## config.mk

```make
export PLATFORM = sky130hd
export DESIGN_NAME = seq_alu
export DESIGN_NICKNAME = d
export VERILOG_FILES = /design/src/rtl/seq_alu.sv
export SDC_FILE = /design/constraint.sdc
export NUM_CORES = 1
export LEC_CHECK = 0
export ABC_AREA = 1
export BUFFER_PORTS_ARGS = -buffer_cell sky130_fd_sc_hd__buf_2
export CORE_AREA = 2 2 149 151
export DETAILED_ROUTE_END_ITERATION = 8
export DIE_AREA = 0 0 151 153
export GPL_TIMING_DRIVEN = 0
export PLACE_DENSITY = 0.67
export SETUP_SLACK_MARGIN = 0.2
export SYNTH_ARGS = -nofsm -noshare
export SYNTH_HDL_FRONTEND = slang
export SYNTH_SLANG_ARGS = --single-unit
export TNS_END_PERCENT = 20
```

## constraint.sdc

```tcl
create_clock -name CLK -period 2.6 [get_ports CLK]
set_input_delay 0.26 -clock CLK [delete_from_list [all_inputs] [get_ports CLK]]
set_output_delay 0.26 -clock CLK [all_outputs]
set_load 0.01 [all_outputs]
```

## src/rtl/seq_alu.sv

```systemverilog
// Handshaked W-bit ALU: single-cycle logic/add/shift ops plus iterative
// shift-add multiply and restoring divide, with a full flag set.
module seq_alu #(
  parameter  int W     = 16,
  localparam int CNT_W = $clog2(W) + 1
) (
  input  logic         CLK,
  input  logic         RST_N,
  input  logic         in_valid,
  output logic         in_ready,
  input  logic [W-1:0] A,
  input  logic [W-1:0] B,
  input  logic [3:0]   opcode,
  input  logic         Cin,
  output logic         out_valid,
  input  logic         out_ready,
  output logic [W-1:0] Y,
  output logic [W-1:0] Y_HI,
  output logic         Cout,
  output logic         Z,
  output logic         N,
  output logic         V,
  output logic         DZ
);

  localparam logic [3:0] OP_ADD = 4'd0,  OP_SUB = 4'd1,  OP_MUL = 4'd2,  OP_DIV = 4'd3;
  localparam logic [3:0] OP_AND = 4'd4,  OP_OR  = 4'd5,  OP_XOR = 4'd6,  OP_NOT = 4'd7;
  localparam logic [3:0] OP_NAND = 4'd8, OP_NOR = 4'd9,  OP_XNOR = 4'd10, OP_SHL = 4'd11;
  localparam logic [3:0] OP_SHR = 4'd12, OP_ROR = 4'd13, OP_ROL = 4'd14, OP_ADC = 4'd15;

  typedef enum logic [1:0] {IDLE, BUSY, DONE} state_t;

  state_t           state_q, state_d;
  logic [W-1:0]     a_q, a_d, b_q, b_d;
  logic             is_div_q, is_div_d;
  logic [CNT_W-1:0] cnt_q, cnt_d;
  logic [2*W-1:0]   acc_q, acc_d;
  logic [W-1:0]     y_q, y_d, yhi_q, yhi_d;
  logic             cout_q, cout_d, z_q, z_d, n_q, n_d, v_q, v_d, dz_q, dz_d;

  logic [W-1:0]   f_y;
  logic           f_cout, f_v;
  logic [W:0]     add_w, sub_w;
  logic [W:0]     mul_sum, div_r, div_rem;
  logic           div_ge;
  logic [2*W-1:0] iter_acc;

  // Single-cycle datapath, evaluated straight from the inputs in the accept cycle
  always_comb begin
    add_w  = {1'b0, A} + {1'b0, B} + {{W{1'b0}}, (opcode == OP_ADC) & Cin};
    sub_w  = {1'b0, A} - {1'b0, B};
    f_y    = '0;
    f_cout = 1'b0;
    f_v    = 1'b0;
    case (opcode)
      OP_ADD, OP_ADC: begin
        f_y    = add_w[W-1:0];
        f_cout = add_w[W];
        f_v    = (A[W-1] == B[W-1]) && (add_w[W-1] != A[W-1]);
      end
      OP_SUB: begin
        f_y    = sub_w[W-1:0];
        f_cout = sub_w[W];
        f_v    = (A[W-1] != B[W-1]) && (sub_w[W-1] != A[W-1]);
      end
      OP_AND:  f_y = A & B;
      OP_OR:   f_y = A | B;
      OP_XOR:  f_y = A ^ B;
      OP_NOT:  f_y = ~A;
      OP_NAND: f_y = ~(A & B);
      OP_NOR:  f_y = ~(A | B);
      OP_XNOR: f_y = ~(A ^ B);
      OP_SHL: begin f_y = {A[W-2:0], Cin};    f_cout = A[W-1]; end
      OP_SHR: begin f_y = {Cin, A[W-1:1]};    f_cout = A[0];   end
      OP_ROR: begin f_y = {A[0], A[W-1:1]};   f_cout = A[0];   end
      OP_ROL: begin f_y = {A[W-2:0], A[W-1]}; f_cout = A[W-1]; end
      default: ;
    endcase
  end

  // One multiply or divide step. MUL: acc = {partial, multiplier}, shifted right.
  // DIV: acc = {remainder, dividend/quotient}, shifted left; B==0 naturally
  // yields quotient all ones and remainder A.
  always_comb begin
    mul_sum  = {1'b0, acc_q[2*W-1:W]} + (acc_q[0] ? {1'b0, a_q} : '0);
    div_r    = {acc_q[2*W-1:W], acc_q[W-1]};
    div_ge   = (div_r >= {1'b0, b_q});
    div_rem  = div_ge ? (div_r - {1'b0, b_q}) : div_r;
    iter_acc = is_div_q ? {div_rem[W-1:0], acc_q[W-2:0], div_ge}
                        : {mul_sum, acc_q[W-1:1]};
  end

  always_comb begin
    state_d  = state_q;
    a_d      = a_q;
    b_d      = b_q;
    is_div_d = is_div_q;
    cnt_d    = cnt_q;
    acc_d    = acc_q;
    y_d      = y_q;
    yhi_d    = yhi_q;
    cout_d   = cout_q;
    z_d      = z_q;
    n_d      = n_q;
    v_d      = v_q;
    dz_d     = dz_q;
    case (state_q)
      IDLE: begin
        if (in_valid) begin
          a_d   = A;
          b_d   = B;
          cnt_d = '0;
          if (opcode == OP_MUL || opcode == OP_DIV) begin
            is_div_d = (opcode == OP_DIV);
            acc_d    = {{W{1'b0}}, (opcode == OP_DIV) ? A : B};
            state_d  = BUSY;
          end else begin
            y_d     = f_y;
            yhi_d   = '0;
            cout_d  = f_cout;
            z_d     = (f_y == '0);
            n_d     = f_y[W-1];
            v_d     = f_v;
            dz_d    = 1'b0;
            state_d = DONE;
          end
        end
      end
      BUSY: begin
        acc_d = iter_acc;
        cnt_d = cnt_q + CNT_W'(1);
        if (cnt_q == CNT_W'(W-1)) begin
          y_d     = iter_acc[W-1:0];
          yhi_d   = iter_acc[2*W-1:W];
          cout_d  = !is_div_q && (iter_acc[2*W-1:W] != '0);
          z_d     = (iter_acc[W-1:0] == '0);
          n_d     = iter_acc[W-1];
          v_d     = 1'b0;
          dz_d    = is_div_q && (b_q == '0);
          state_d = DONE;
        end
      end
      DONE: begin
        if (out_ready) state_d = IDLE;
      end
      default: state_d = IDLE;
    endcase
  end

  always_ff @(posedge CLK or negedge RST_N) begin
    if (!RST_N) begin
      state_q  <= IDLE;
      a_q      <= '0;
      b_q      <= '0;
      is_div_q <= 1'b0;
      cnt_q    <= '0;
      acc_q    <= '0;
      y_q      <= '0;
      yhi_q    <= '0;
      cout_q   <= 1'b0;
      z_q      <= 1'b0;
      n_q      <= 1'b0;
      v_q      <= 1'b0;
      dz_q     <= 1'b0;
    end else begin
      state_q  <= state_d;
      a_q      <= a_d;
      b_q      <= b_d;
      is_div_q <= is_div_d;
      cnt_q    <= cnt_d;
      acc_q    <= acc_d;
      y_q      <= y_d;
      yhi_q    <= yhi_d;
      cout_q   <= cout_d;
      z_q      <= z_d;
      n_q      <= n_d;
      v_q      <= v_d;
      dz_q     <= dz_d;
    end
  end

  assign in_ready  = (state_q == IDLE);
  assign out_valid = (state_q == DONE);
  assign Y         = y_q;
  assign Y_HI      = yhi_q;
  assign Cout      = cout_q;
  assign Z         = z_q;
  assign N         = n_q;
  assign V         = v_q;
  assign DZ        = dz_q;

endmodule

```

Yosys cells after proc, flatten, opt, wreduce, memory -nomap -nowiden:

Cells that the tools add are included.
W data, S select, Z words.

* add/subtract/negate cells: 6
* order comparisons: 1
* eq/ne operators: 27
* muxes and demuxes: 45
* bitwise gates (word level): 8
* reductions and logical operators: 22

Operator list (number)
* $pmux W16 S13: 1
* $mux W16: 9
* $mux W32: 3
* $not A16 Y16: 4
* $pmux W16 S2: 2
* $pmux W32 S2: 1
* $logic_not A16 Y1: 3
* $add A16 B16 Y17: 2
* $eq A4 B4 Y1 const B: 8
* $add A17 B1 Y17: 1
* $ge A17 B16 Y1: 1
* $sub A16 B16 Y17: 1
* $and A16 B16 Y16: 1
* $eq A4 B3 Y1 const B: 4
* $or A16 B16 Y16: 1
* $reduce_bool A16 Y1: 1
* $sub A16 B16 Y16: 1
* $xor A16 B16 Y16: 1
* $mux W1: 15
* $pmux W1 S2: 6
* $pmux W5 S2: 1
* $reduce_and A3 Y1: 3
* $eq A4 B2 Y1 const B: 2
* $mux W2: 4
* other kinds (22): 33

* bits in registers: 109
* bits of input ports: 41
* output and inout bits: 39
* word-level logic and storage cells: 122

Logic depth before layout (Yosys ltp):

Gate-level depths: netlist of the first run.

* depth in word-level cells: 9
* mapped depth: 20
* mapped depth without buffers: 20

Least setup slack after synthesis of the first run:

Ideal clock, no wire load.

* path kind: input port to flip-flop
* start: input opcode[0]
* end: register z_q (netlist: Z)
* library setup time: 0.077 ns
* data arrival time: 2.392 ns
* data required time: 2.523 ns
* path slack: 0.131 ns
* cell stages on the path: 20
* buffers on the path: 0
* path through: nand2_1 > inv_2 > nand3_1 > fa_1 > fa_1 > inv_1 > nand3_1 > nand2_1 > nand3_1 > nand2_1 > nand3_1 > nand2_1 > nand2_1 > nand3_1 > nand3_1 > nor2_1 > nand2_1 > nor2_1 > nand3_1 > a21oi_1

* word-level cells in the longest chain between the ends: 8
* elaborated cells between the ends (all ways): 27
* those cells by class: add/sub: 1; eq/ne: 16; mux: 4; bitwise: 1; reduce/logical: 5

Ends and longest elaborated chain
* start: declaration: line 13 `input logic [3:0] opcode,`
* $eq A4 B4 Y1: line 50, 55
* $and A1 B1 Y1: line 50 `add_w = {1'b0, A} + {1'b0, B} + {{W{1'b0}}, (opcode == OP_ADC) & Cin};`
* $add A17 B1 Y17: line 50
* $pmux W16 S13: line 55 `case (opcode)`
* $logic_not A16 Y1: line 121 `z_d = (f_y == '0);`
* $mux W1: line 113 `if (opcode == OP_MUL || opcode == OP_DIV) begin`
* $mux W1: line 109 `if (in_valid) begin`
* $pmux W1 S2: line 107 `case (state_q)`
* end signal: assignment: line 175 `z_q <= z_d;`
* end: declaration: line 39 `logic cout_q, cout_d, z_q, z_d, n_q, n_d, v_q, v_d, dz_q, dz_d;`

Parallel ways exist; a longest one is shown, timed or not. The select of a mux whose other input is x is not followed.
A chain may end at the register's enable or synchronous reset.

Final worst setup path of the first run:

* start: register acc_q[0]
* end: register cout_q (netlist: Cout)

* word-level cells in the longest chain between the ends: 7

Ends and longest elaborated chain
* start: declaration: line 37 `logic [2*W-1:0] acc_q, acc_d;`
* start signal: assignment: line 157 `acc_q <= '0;`
* start signal: assignment: line 171 `acc_q <= acc_d;`
* $mux W16: line 85 `mul_sum = {1'b0, acc_q[2*W-1:W]} + (acc_q[0] ? {1'b0, a_q} : '0);`
* $add A16 B16 Y17: line 85
* $mux W32: line 89 `iter_acc = is_div_q ? {div_rem[W-1:0], acc_q[W-2:0], div_ge}`
* $reduce_bool A16 Y1: line 135 `cout_d = !is_div_q && (iter_acc[2*W-1:W] != '0);`
* $logic_and A1 B1 Y1: line 135
* $mux W1: line 132 `if (cnt_q == CNT_W'(W-1)) begin`
* $pmux W1 S2: line 107
* end signal: assignment: line 174 `cout_q <= cout_d;`
* end: declaration: line 39

No other way between the ends. The select of a mux whose other input is x is not followed.

==> summary.txt, run 1 <==
Logic synthesis
  • Post-Synth XOR/XNOR Area: 0.00741
  • Area contributors post-synth: dfrtp_1, nand2_1, ha_1
  • Cells after Synth: 1643
  • Syn nets: ~1.8k
  • Post-synthesis register bit count: 108
  • Yosys warns: 0
  • Area leader, netlist: dfrtp_1
  • Mux contribution to synthesized area: 0.00282
  • Post-synth EDFFs: 0
  • Simple-Gate Fraction of Synth Area: 0.332
  • Compound-Gate Fraction of Synth Area: 0.175
  • Post-synthesis cell area: 10600 µm²
  • Top FF cell, synth: dfrtp_1
  • Top cell type's share of synthesized area: 0.254
  • Post-Synth Adder-Cell Area: 0.112
  • Asr flop ratio synth: 1.00
  • Syn Area/Cell: 6.48 µm²
  • Largest family of logic cells by synthesized area: simple AND/OR/NAND/NOR gates
  • Register area share after synthesis: 0.254
  • Yosys cell types: 54

Min path
  • Hold path depth: 2
  • Hold Crit Class: primary input to flip-flop

Detailed routing
  • Via count: around 12k
  • # DRC: 0
  • Detail Route Antenna Nets: 0
  • First-pass DRT Iterations: 7
  • Total length of routed wires: 44100 µm
  • DR iter-0 viols: 1159
  • Avg WL per Cell: 21.4 µm
  • Vias per cell: 5.91

Clock network
  • H-tree levels: 3
  • Num CTS Buffers: 9
  • Later-pin clock latency in the skew report: 0.37 ns
  • Root buf cell: clkbuf_16
  • Clock sink total: approximately 110
  • CTS Buffer Depth: 2
  • CTS tree: done
  • Clk slew on worst S/H paths: 0.08 ns

Setup path
  • Worst-path maximum fanout: 9
  • WS Path Type: flip-flop to flip-flop
  • Worst setup EP type: flip-flop
  • Worst Setup Start Kind: flip-flop
  • CP arrival: 2.97 ns
  • WP data required: 2.85 ns
  • R2R depth: 17

Layout
  • Nets: 1913
  • Antenna fix cells: 0
  • Non-Filler Instances: 2065
  • Fillcell total: 2025
  • Layout cells sized above 1: 0.244
  • Layout area overhead: 23.2%

Placement
  • GPL Wtd Cong: around 1.0
  • Post-placement setup slack: -0.662 ns
  • Placed insts: 2003
  • Port Buf Inserts: between 70 and 80
  • Hpwl dp: 34300 µm

Floorplanning
  • Cell row count: between 50 and 60
  • Die ar.: between 20000 and 25000 µm²
  • Die H: between 150 and 200 µm
  • Core Region: roughly 21000 µm²
  • IO Count: 80
  • Initial Utilization: 0.495
  • Chip Width: 151 µm

Global routing
  • Largest net degree at the start of global routing: approximately 70
  • Total Routing Usage GR: 0.385
  • Initial antenna violation count: 0
  • Number of global-route vias before repair: 11.6k
  • Remaining Overflow, GRT: 0
  • First-pass GRT wire length: between 60000 and 70000 µm

Flow run
  • Max-cap violations: 0

Power and ir drop
  • PwrDens: about 1100 nW/µm²
  • Lkg Pwr: roughly 0.0066 µW
  • Worst vdd ir: 0.488 mV

Timing
  • Final Cycle Share: 1.05
  • Final hold slack: 0.0600 ns
  • Clk_skew: 0.0210 ns
  • Top achievable clock speed: 367 MHz
  • Slew @ Worst Pin: about 0.97 ns
  • RSZ-0062 raised after global routing: true
  • Worst Slack Setup Final: -0.122 ns
  • Fin Setup TNS: -0.208 ns
  • Final min period: roughly 2.7 ns
  • Slew margin rel.: 0.349
  • Final Max Slew Viols: 0
  • Final Hold Vio Count: 0
  • Setup violations, final: 3

Run status
  • Failing checks: setup timing
  • Status: complete, but fails checks
[critical path: stages (launching register included)]
cell	delay, ns
dfrtp_1	0.38
buf_8	0.14
clkbuf_8	0.15
nand2_2	0.06
inv_2	0.05
ha_4	0.24
a21o_1	0.21
nor2_2	0.15
o21ai_4	0.11
buf_4	0.15
o21ai_2	0.12
nand3_2	0.14
nor2_1	0.12
nand2_1	0.07
nor2_2	0.16
nand3_2	0.15
nand2_2	0.15
a21oi_2	0.07
[repair_timing]
action                                  in CTS  in global routing
buffers inserted                            26                 17
hold buffers                                 1                  0
cloned                                       2                  0
endpoints found under the setup margin      33                 45
pin swaps                                   38                 49
resized for setup                          159                112
endpoints found under the hold margin       40                  0
[final cells by class]
cell class                      count  area [µm²]  share of cell area
Buffer                             61         470              0.0359
Sequential cell                   108        2720               0.207
Inverter                          215         812              0.0619
Clock buffer                       10         229              0.0175
Timing Repair Buffer              126         812              0.0619
Multi-Input combinational cell   1259        7640               0.582
Clock inverter                      6        82.6             0.00630
Tap cell                          280         350              0.0267
[cells in the final DEF, fill, tap and decap left out, types with 16 or more instances in the layout]
cell type | netlist | routed
a21oi_1 | 89 | 72
a21oi_2 | 5 | 20
a31oi_1 | 16 | 16
buf_2 | 13 | 85
buf_4 | 3 | 48
buf_6 | 15 | 17
dfrtp_1 | 108 | 94
ha_1 | 87 | 59
ha_4 | 0 | 28
inv_1 | 196 | 173
inv_2 | 17 | 39
nand2_1 | 442 | 404
nand2_2 | 9 | 33
nand3_1 | 127 | 94
nand3_2 | 2 | 34
nand4_1 | 32 | 32
nor2_1 | 168 | 144
nor2_2 | 10 | 27
o21ai_0 | 133 | 113
o21ai_1 | 6 | 18
o22ai_1 | 29 | 29
[per-stage QoR]
stage                      util  cell area, µm²  total power, µW
final                     0.610           13100            14300
after global routing      0.610           13100            15300
after CTS                 0.589           12700            13400
after detailed placement  0.532           11400            10200
after global placement    0.530           11400            10100
after floorplan               -           10600             7900
[cells in the mapped netlist (all sizes together), types with 8 or more instances]
library cell    n
nand2         452
inv           213
nor2          179
o21ai         139
nand3         129
dfrtp         108
a21oi          95
ha             87
buf            36
nand4          32
o22ai          29
clkbuf         25
a31oi          16
nor3           12
nor4           10
o211ai         10
o221ai          9
xor2            9
or2             8
[flip-flops by register name, summed over array words and instances, names as in the netlist]
register / cells
V: 1
Cout: 1
a_q: 16
acc_q: 32
state_q: 2
cnt_q: 5
Y_HI: 16
is_div_q: 1
b_q: 16
Y: 16
DZ: 1
Z: 1
[worst paths after layout]
path	from	endpoint	slack, ns
setup / recovery	acc_q[0]	Cout	-0.12
hold / removal	out_ready	state_q[1]	0.06
setup reg to reg	acc_q[0]	Cout	-0.12
hold reg to reg	Y_HI[5]	Y_HI[5]	0.48
max in group asynchronous	RST_N	acc_q[16]	1.41
min in group asynchronous	RST_N	b_q[10]	0.42
[power breakdown]
group | total, µW | internal (µW) | switching, µW
registers | 3040 | 2360 | 674
logic | 9750 | 3740 | 6000
clock network | 1480 | 770 | 714
[routing by layer]
metal  part of all wire  track usage
met5                  0            0
met1               0.40        0.487
met4              0.086        0.285
met3              0.073       0.0585
met2               0.44        0.592
[kinds of logic after synthesis]
| group | Yosys count |
|---|---|
| adder cells (fa/ha/maj) | 92 |
| XOR/XNOR | 9 |
| AND/OR/NAND/NOR | 830 |
| buffers and inverters | 276 |
| flip-flops | 108 |
| AO/OA/AOI/OAI | 325 |
| multiplexers | 3 |
Power figures use the tool's default switching activity.
==> run 2: changes to the inputs <==
--- a/config.mk
+++ b/config.mk
@@ -11,6 +11,7 @@
 export DETAILED_ROUTE_END_ITERATION = 8
 export DIE_AREA = 0 0 151 153
 export GPL_TIMING_DRIVEN = 0
+export MAX_ROUTING_LAYER = met4
 export PLACE_DENSITY = 0.67
 export SETUP_SLACK_MARGIN = 0.2
 export SYNTH_ARGS = -nofsm -noshare
==> constraint.sdc (replaced) <==
create_clock -name CLK -period 2.6 [get_ports CLK]
set_input_delay 0.26 -clock CLK [delete_from_list [all_inputs] [get_ports CLK]]
set_output_delay 0.26 -clock CLK [all_outputs]
set_load 0.005 [all_outputs]
==> run 2 against run 1 <==
  * The flow now finishes without violations
  * Clock skew shrank 0.0012 ns
  * Total power decreased by 4.2%
  * Cell count down 0.58%
  * Highest routed layer unchanged
  * Via count is 1.1% lower
  * Sequential cell count did not move
  * Register-to-register slack gained 0.17 ns
  * Maximum frequency up 6.5%
  * Setup slack improved by 0.17 ns
==> summary.txt, run 2 (synthesized netlist as in run 1, its figures left out) <==
Run status
  • Status: finished, final reports clean (was complete, but fails checks)

Timing
  • Top achievable clock speed: 391 MHz (was 367 MHz)
  • Final Max Slew Viols: 0 (unchanged)
  • Final min period: 2.56 ns (was 2.72 ns)
  • Clk_skew: 0.0198 ns (was 0.0210 ns)
  • Final Cycle Share: 0.983 (was 1.05)
  • Slew margin rel.: 0.397 (was 0.349)
  • Setup violations, final: 0 (was 3)
  • Fin Setup TNS: 0 ns (was -0.208 ns)
  • Final Hold Vio Count: 0 (unchanged)
  • Final hold slack: 0.0585 ns (was 0.0600 ns)
  • Slew @ Worst Pin: 0.901 ns (was 0.974 ns)
  • RSZ-0062 raised after global routing: true (unchanged)

Setup path
  • Worst-path maximum fanout: 10 (was 9)
  • Crit path max-delay family: simple AND/OR/NAND/NOR gates (unchanged)
  • Max incr delay on CP: 0.49 ns (was 0.38 ns)
  • Worst-path cell chain: ha_4 > a21oi_1 > o21a_1 > nand2_1 > nor2_4 > nand2_4 > buf_6 > nand3_1 > nand3_1 > nor2_1 > nand2_1 > nor2_1 > nand3_2 > nand2_2 > a21oi_2 (was buf_8 > clkbuf_8 > nand2_2 > inv_2 > ha_4 > a21o_1 > nor2_2 > o21ai_4 > buf_4 > o21ai_2 > nand3_2 > nor2_1 > nand2_1 > nor2_2 > nand3_2 > nand2_2 > a21oi_2)
  • CP arrival: 2.82 ns (was 2.97 ns)
  • CP Depth: 15 (was 17)
  • R2R depth: 15 (was 17)
  • WP buf/inv: 1 (was 4)
  • Slowest CP cell: dfrtp_2 (was dfrtp_1)
  • WP data required: 2.86 ns (was 2.85 ns)
  • Worst Setup Start Kind: flip-flop (unchanged)
  • Worst setup EP type: flip-flop (unchanged)
  • WS Path Type: flip-flop to flip-flop (unchanged)

Global routing
  • Remaining Overflow, GRT: 0 (unchanged)
  • Largest net degree at the start of global routing: 56 (was 69)
  • Initial antenna violation count: 2 (was 0)
  • Number of global-route vias before repair: 11.2k (was 11.6k)
  • First-pass GRT wire length: 64000 µm (was 67200 µm)
  • Total Routing Usage GR: 0.378 (was 0.385)

Floorplanning
  • Core Region: 21500 µm² (unchanged)
  • Die H: 153 µm (unchanged)
  • Cell row count: 54 (unchanged)
  • IO Count: 80 (unchanged)
  • Chip Width: 151 µm (unchanged)
  • Die ar.: 23100 µm² (unchanged)
  • Initial Utilization: 0.495 (unchanged)

Detailed routing
  • DR iter-0 viols: 1057 (was 1159)
  • Detail Route Antenna Nets: 0 (unchanged)
  • Vias per cell: 5.88 (was 5.91)
  • First-pass DRT Iterations: 7 (unchanged)
  • Avg WL per Cell: 20.8 µm (was 21.4 µm)
  • Total length of routed wires: 42700 µm (was 44100 µm)
  • # DRC: 0 (unchanged)
  • Via count: 12.1k (was 12.2k)

Placement
  • Port Buf Inserts: 79 (unchanged)
  • Placed insts: 2003 (unchanged)
  • GPL Wtd Cong: 1.04 (about the same)
  • Hpwl dp: 33500 µm (was 34300 µm)
  • Placed inst area: 11400 µm² (unchanged)

Layout
  • Non-Filler Instances: 2053 (was 2065)
  • Layout area overhead: 22.0% (was 23.2%)
  • Nets: 1899 (was 1913)
  • Most common cell after layout, fill and taps aside: nand2_1 (unchanged)
  • Biggest register: acc_q (unchanged)
  • Layout cells sized above 1: 0.226 (was 0.244)
  • Max reg flops: 32 (unchanged)
  • Final instance area: 13000 µm² (was 13100 µm²)
  • Commonest non-fill, non-tap cells in the layout: nand2_1, inv_1, nor2_1, o21ai_0, nand3_1 (was nand2_1, inv_1, nor2_1, o21ai_0)

Clock network
  • Later-pin clock latency in the skew report: 0.37 ns (about the same)
  • Clk slew on worst S/H paths: 0.08 ns (about the same)
  • CTS tree: done (unchanged)
  • H-tree levels: 3 (unchanged)
  • Num CTS Buffers: 9 (unchanged)
  • CTS Buffer Depth: 2 (unchanged)
  • Root buf cell: clkbuf_16 (unchanged)
  • Clock sink total: 108 (unchanged)

Power and ir drop
  • Clock power frac: 0.105 (was 0.104)
  • Flop pwr share: 0.220 (was 0.213)
  • PwrDens: 1050 nW/µm² (was 1090 nW/µm²)
  • Worst vdd ir: 0.515 mV (was 0.488 mV)
  • Lkg Pwr: 0.00649 µW (was 0.00660 µW)
  • Combinational power share: 0.675 (was 0.683)
  • Final total power: 13700 µW (was 14300 µW)
  • Internal power: 6600 µW (was 6880 µW)
  • Psw: 7070 µW (was 7390 µW)
  • Switching portion of total power: 0.517 (was 0.518)

Flow run
  • Max-cap violations: 0 (unchanged)

Min path
  • Hold path depth: 2 (unchanged)
  • Hold Crit Class: primary input to flip-flop (unchanged)
[run 2: cell types whose count changed in the layout (fill, tap and decap cells not counted), moves of 4 or more]
cell | before | now
nand3_1 | 94 | 103
nand2_2 | 33 | 29
inv_2 | 39 | 33
nand2_4 | 15 | 11
nor2_2 | 27 | 20
nand2_1 | 404 | 411
nor2_4 | 8 | 12
buf_4 | 48 | 36
nand3_2 | 34 | 22
[run 2: worst paths after layout]
kind | slack (ns) | end | start
min in group asynchronous | 0.47 | b_q[13] | RST_N
max reg2reg | 0.04 | Cout | acc_q[29]
min reg2reg | 0.48 | V | V
min | 0.06 | state_q[1] | out_ready
max | 0.04 | Cout | acc_q[29]
max in group asynchronous | 1.37 | acc_q[16] | RST_N
[run 2: cell type report]
class | count | area, µm²
diodes | 2 | 5.00
fillers | 2057 | 8500
well taps | 280 | 350
plain buffers | 61 | 472
multi-input cells | 1259 | 7610
clock buffers | 10 | 239
clock inverters | 6 | 63.8
inverters | 215 | 820
flip-flops and latches | 108 | 2720
repair buffers | 112 | 711
[run 2: power groups by stage]
| stage | clock network [µW] | registers [µW] | logic [µW] |
|---|---|---|---|
| floorplan | 0 | 2730 | 5100 |
| global placement | 0 | 2920 | 7050 |
| detailed placement | 0 | 2930 | 7120 |
| CTS | 1440 | 2980 | 8270 |
| global route | 1510 | 3080 | 10100 |
| finish | 1430 | 3010 | 9230 |
[run 2: timing repair]
| item | 4_1_cts | 5_1_grt |
|---|---|---|
| pin swaps | 30 | 48 |
| hold endpoints to repair | 52 | 0 |
| hold buffers | 1 | 0 |
| setup endpoints to repair | 35 | 52 |
| buffers inserted | 20 | 11 |
| gates resized for setup | 125 | 134 |
[run 2: routing by layer]
| metal | track usage | share of wire | vias up | wire length, µm |
|---|---|---|---|---|
| met1 | 0.463 | 0.39 | 5587 | 16800 |
| met4 | 0.267 | 0.085 | 0 | 3650 |
| li1 | - | - | 5683 | - |
| met3 | 0.0490 | 0.076 | 168 | 3240 |
| met2 | 0.572 | 0.45 | 624 | 19100 |
| met5 | - | 0 | - | 0 |
[run 2: through the flow]
stage,utilization,setup slack [ns]
after floorplan,-,0.174
after global placement,0.530,-0.635
after detailed placement,0.532,-0.646
after CTS,0.580,0.0684
after global routing,0.604,-0.0935
final,0.604,0.0439
==> run 3: changes to the inputs <==
--- a/config.mk
+++ b/config.mk
@@ -8,6 +8,7 @@
 export ABC_AREA = 1
 export BUFFER_PORTS_ARGS = -buffer_cell sky130_fd_sc_hd__buf_2
 export CORE_AREA = 2 2 149 151
+export CTS_BUF_LIST = sky130_fd_sc_hd__clkbuf_2
 export DETAILED_ROUTE_END_ITERATION = 8
 export DIE_AREA = 0 0 151 153
 export GPL_TIMING_DRIVEN = 0
==> run 3 against run 2 <==
  * The run now ends with setup timing left
  * Clock power decreased by 43%
  * Global-route usage increased by 0.51 points
  * Critical path depth increased by 3
  * Worst hold slack got worse by 0.037 ns
  * Total power decreased by 0.74%
  * Clock skew increased by 0.073 ns
  * First-iteration DRC count increased by 11%
  * Design area decreased by 0.11%
  * Register-to-register slack got worse by 0.08 ns
  * Maximum frequency decreased by 2.9%
  * Via count increased by 1.1%
==> summary.txt, run 3 (synthesized netlist as in run 1, its figures left out) <==
Clock network
  • Later-pin clock latency in the skew report: 0.68 ns (was 0.37 ns)
  • Clk slew on worst S/H paths: 0.35 ns (was 0.08 ns)
  • CTS tree: done (unchanged)
  • CTS Buffer Depth: 2 (unchanged)
  • Num CTS Buffers: 9 (unchanged)
  • Root buf cell: clkbuf_2 (was clkbuf_16)
  • Clock sink total: 108 (unchanged)
  • H-tree levels: 3 (unchanged)

Power and ir drop
  • Worst vdd ir: 0.474 mV (was 0.515 mV)
  • Lkg Pwr: 0.00653 µW (was 0.00649 µW)
  • PwrDens: 1050 nW/µm² (about the same)

Timing
  • Worst Slack Setup Final: -0.0331 ns (was 0.0439 ns)
  • Slew margin rel.: 0.380 (was 0.397)
  • Final Hold Vio Count: 0 (unchanged)
  • Clk_skew: 0.0925 ns (was 0.0198 ns)
  • Final Cycle Share: 1.01 (was 0.983)
  • Final min period: 2.63 ns (was 2.56 ns)
  • Slew @ Worst Pin: 0.926 ns (was 0.901 ns)
  • Setup violations, final: 1 (was 0)
  • Top achievable clock speed: 380 MHz (was 391 MHz)
  • RSZ-0062 raised after global routing: true (unchanged)
  • Final Max Slew Viols: 0 (unchanged)

Layout
  • Max reg flops: 32 (unchanged)
  • Nets: 1928 (was 1899)
  • Biggest register: acc_q (unchanged)
  • Commonest non-fill, non-tap cells in the layout: nand2_1, inv_1, nor2_1, o21ai_0, nand3_1 (unchanged)
  • Most common cell after layout, fill and taps aside: nand2_1 (unchanged)
  • Utilization after layout: 0.604 (about the same)
  • Layout area overhead: 21.9% (was 22.0%)
  • Layout cells sized above 1: 0.229 (was 0.226)

Run status
  • Status: complete, but fails checks (was finished, final reports clean)
  • Failing checks: setup timing

Setup path
  • Worst-path cell chain: buf_8 > buf_8 > nand2_2 > inv_2 > ha_4 > a21o_1 > nor2_2 > o21ai_4 > nand2_2 > nand2_2 > nor2_2 > nor2_4 > nor2_4 > nand2_2 > nor2_4 > nand3_2 > nand2_2 > a21oi_2 (was ha_4 > a21oi_1 > o21a_1 > nand2_1 > nor2_4 > nand2_4 > buf_6 > nand3_1 > nand3_1 > nor2_1 > nand2_1 > nor2_1 > nand3_2 > nand2_2 > a21oi_2)
  • Max incr delay on CP: 0.46 ns (was 0.49 ns)
  • CP Depth: 18 (was 15)
  • R2R setup slack: -0.03 ns (was 0.04 ns)
  • Most frequent CP cell: nand2_2
  • CP arrival: 3.25 ns (was 2.82 ns)
  • Worst flop-to-flop path endpoint: Cout (unchanged)
  • Worst-path maximum fanout: 10 (unchanged)
  • WP buf/inv: 3 (was 1)
  • WS Path Type: flip-flop to flip-flop (unchanged)
  • Worst Setup Start Kind: flip-flop (unchanged)
  • Worst setup EP type: flip-flop (unchanged)
  • Worst setup path end: Cout (unchanged)
  • Critical path origin: acc_q[0] (was acc_q[29])
  • WP data required: 3.21 ns (was 2.86 ns)
  • R2R depth: 18 (was 15)
  • Crit path max-delay family: simple AND/OR/NAND/NOR gates (unchanged)
  • RR Startpoint: acc_q[0] (was acc_q[29])
  • Slowest CP cell: dfrtp_1 (was dfrtp_2)

Detailed routing
  • # DRC: 0 (unchanged)
  • Detail Route Antenna Nets: 0 (unchanged)
  • Via count: 12.2k (was 12.1k)
  • Total length of routed wires: 43100 µm (was 42700 µm)
  • First-pass DRT Iterations: 5 (was 7)
  • Avg WL per Cell: 20.7 µm (was 20.8 µm)
  • DR iter-0 viols: 1170 (was 1057)
  • Vias per cell: 5.86 (was 5.88)

Floorplanning
  • IO Count: 80 (unchanged)
  • Chip Width: 151 µm (unchanged)
  • Cell row count: 54 (unchanged)
  • Die ar.: 23100 µm² (unchanged)
  • Die H: 153 µm (unchanged)
  • Core Region: 21500 µm² (unchanged)
  • Initial Utilization: 0.495 (unchanged)

Placement
  • Post-placement setup slack: -0.646 ns (unchanged)
  • Hpwl dp: 33500 µm (unchanged)
  • Port Buf Inserts: 79 (unchanged)
  • GPL Wtd Cong: 1.04 (unchanged)

Global routing
  • Initial antenna violation count: 2 (unchanged)
  • Remaining Overflow, GRT: 0 (unchanged)
  • Number of global-route vias before repair: 11.3k (was 11.2k)
  • Largest net degree at the start of global routing: 56 (unchanged)
  • First-pass GRT wire length: 64900 µm (was 64000 µm)
  • Total Routing Usage GR: 0.383 (was 0.378)

Min path
  • Hold Crit Class: primary input to flip-flop (unchanged)

Flow run
  • Max-cap violations: 0 (unchanged)
[run 3: how the worst min path moves through the flow]
| stage | slack (ns) | cells past startpoint | startpoint | to |
|---|---|---|---|---|
| after floorplan | -0.04 | 0 | RST_N | Cout |
| after global placement | 0.45 | 2 | out_ready | state_q[1] |
| after detailed placement | 0.34 | 1 | RST_N | b_q[13] |
| after CTS | 0.004 | 3 | A[10] | a_q[10] |
| after global routing | 0.005 | 3 | A[11] | acc_q[11] |
| final | 0.02 | 5 | in_valid | V |
[run 3: stage by stage]
step	total power (µW)	instance area, µm²	hold slack, ns	instances	TNS [ns]
final	13600	13000	0.0219	2082	-0.0331
after global placement	9970	11400	0.446	2002	-8.92
after floorplan	7830	10600	-0.0356	1643	0
after global routing	14600	13000	0.00490	2082	-0.199
after detailed placement	10100	11400	0.344	2003	-6.36
after CTS	12400	12500	0.00351	2069	0
[run 3: worst reg2reg max path, stage by stage, from the launching register on]
cell     delay [ns]
dfrtp_1        0.46
buf_8          0.14
buf_8          0.13
nand2_2        0.06
inv_2          0.05
ha_4           0.27
a21o_1         0.24
nor2_2         0.15
o21ai_4        0.11
nand2_2        0.09
nand2_2        0.06
nor2_2         0.13
nor2_4         0.07
nor2_4         0.08
nand2_2        0.08
nor2_4         0.20
nand3_2        0.13
nand2_2        0.12
a21oi_2        0.06
[run 3: cell type report]
| type | count | area (µm²) |
|---|---|---|
| inverter | 215 | 815 |
| sequential | 108 | 2720 |
| multi-input combinational | 1259 | 7540 |
| fill | 2086 | 8510 |
| clock inverter | 7 | 67.6 |
| antenna | 2 | 5.00 |
| buffer | 61 | 482 |
| timing repair buffer | 141 | 943 |
| clock buffer | 9 | 45.0 |
| tap | 280 | 350 |
[run 3: where the power goes]
group	internal, µW	switching [µW]
combinational	3820	5970
clock	153	669
sequential	2360	604
total	6320	7240
[run 3: repair_timing]
action	in CTS	in global routing
hold buffers	21	0
pin swaps	30	56
hold endpoints to repair	74	0
gates resized for setup	113	128
endpoints found under the setup margin	32	61
setup buffers	29	11
[run 3: routing by layer]
metal  vias up  global-route usage  routed length [µm]
li1       5731                   -                   -
met1      5673               0.476               17200
met2       617               0.581               19200
met3       175              0.0481                2990
met4         0               0.258                3690
met5         -                   -                   0
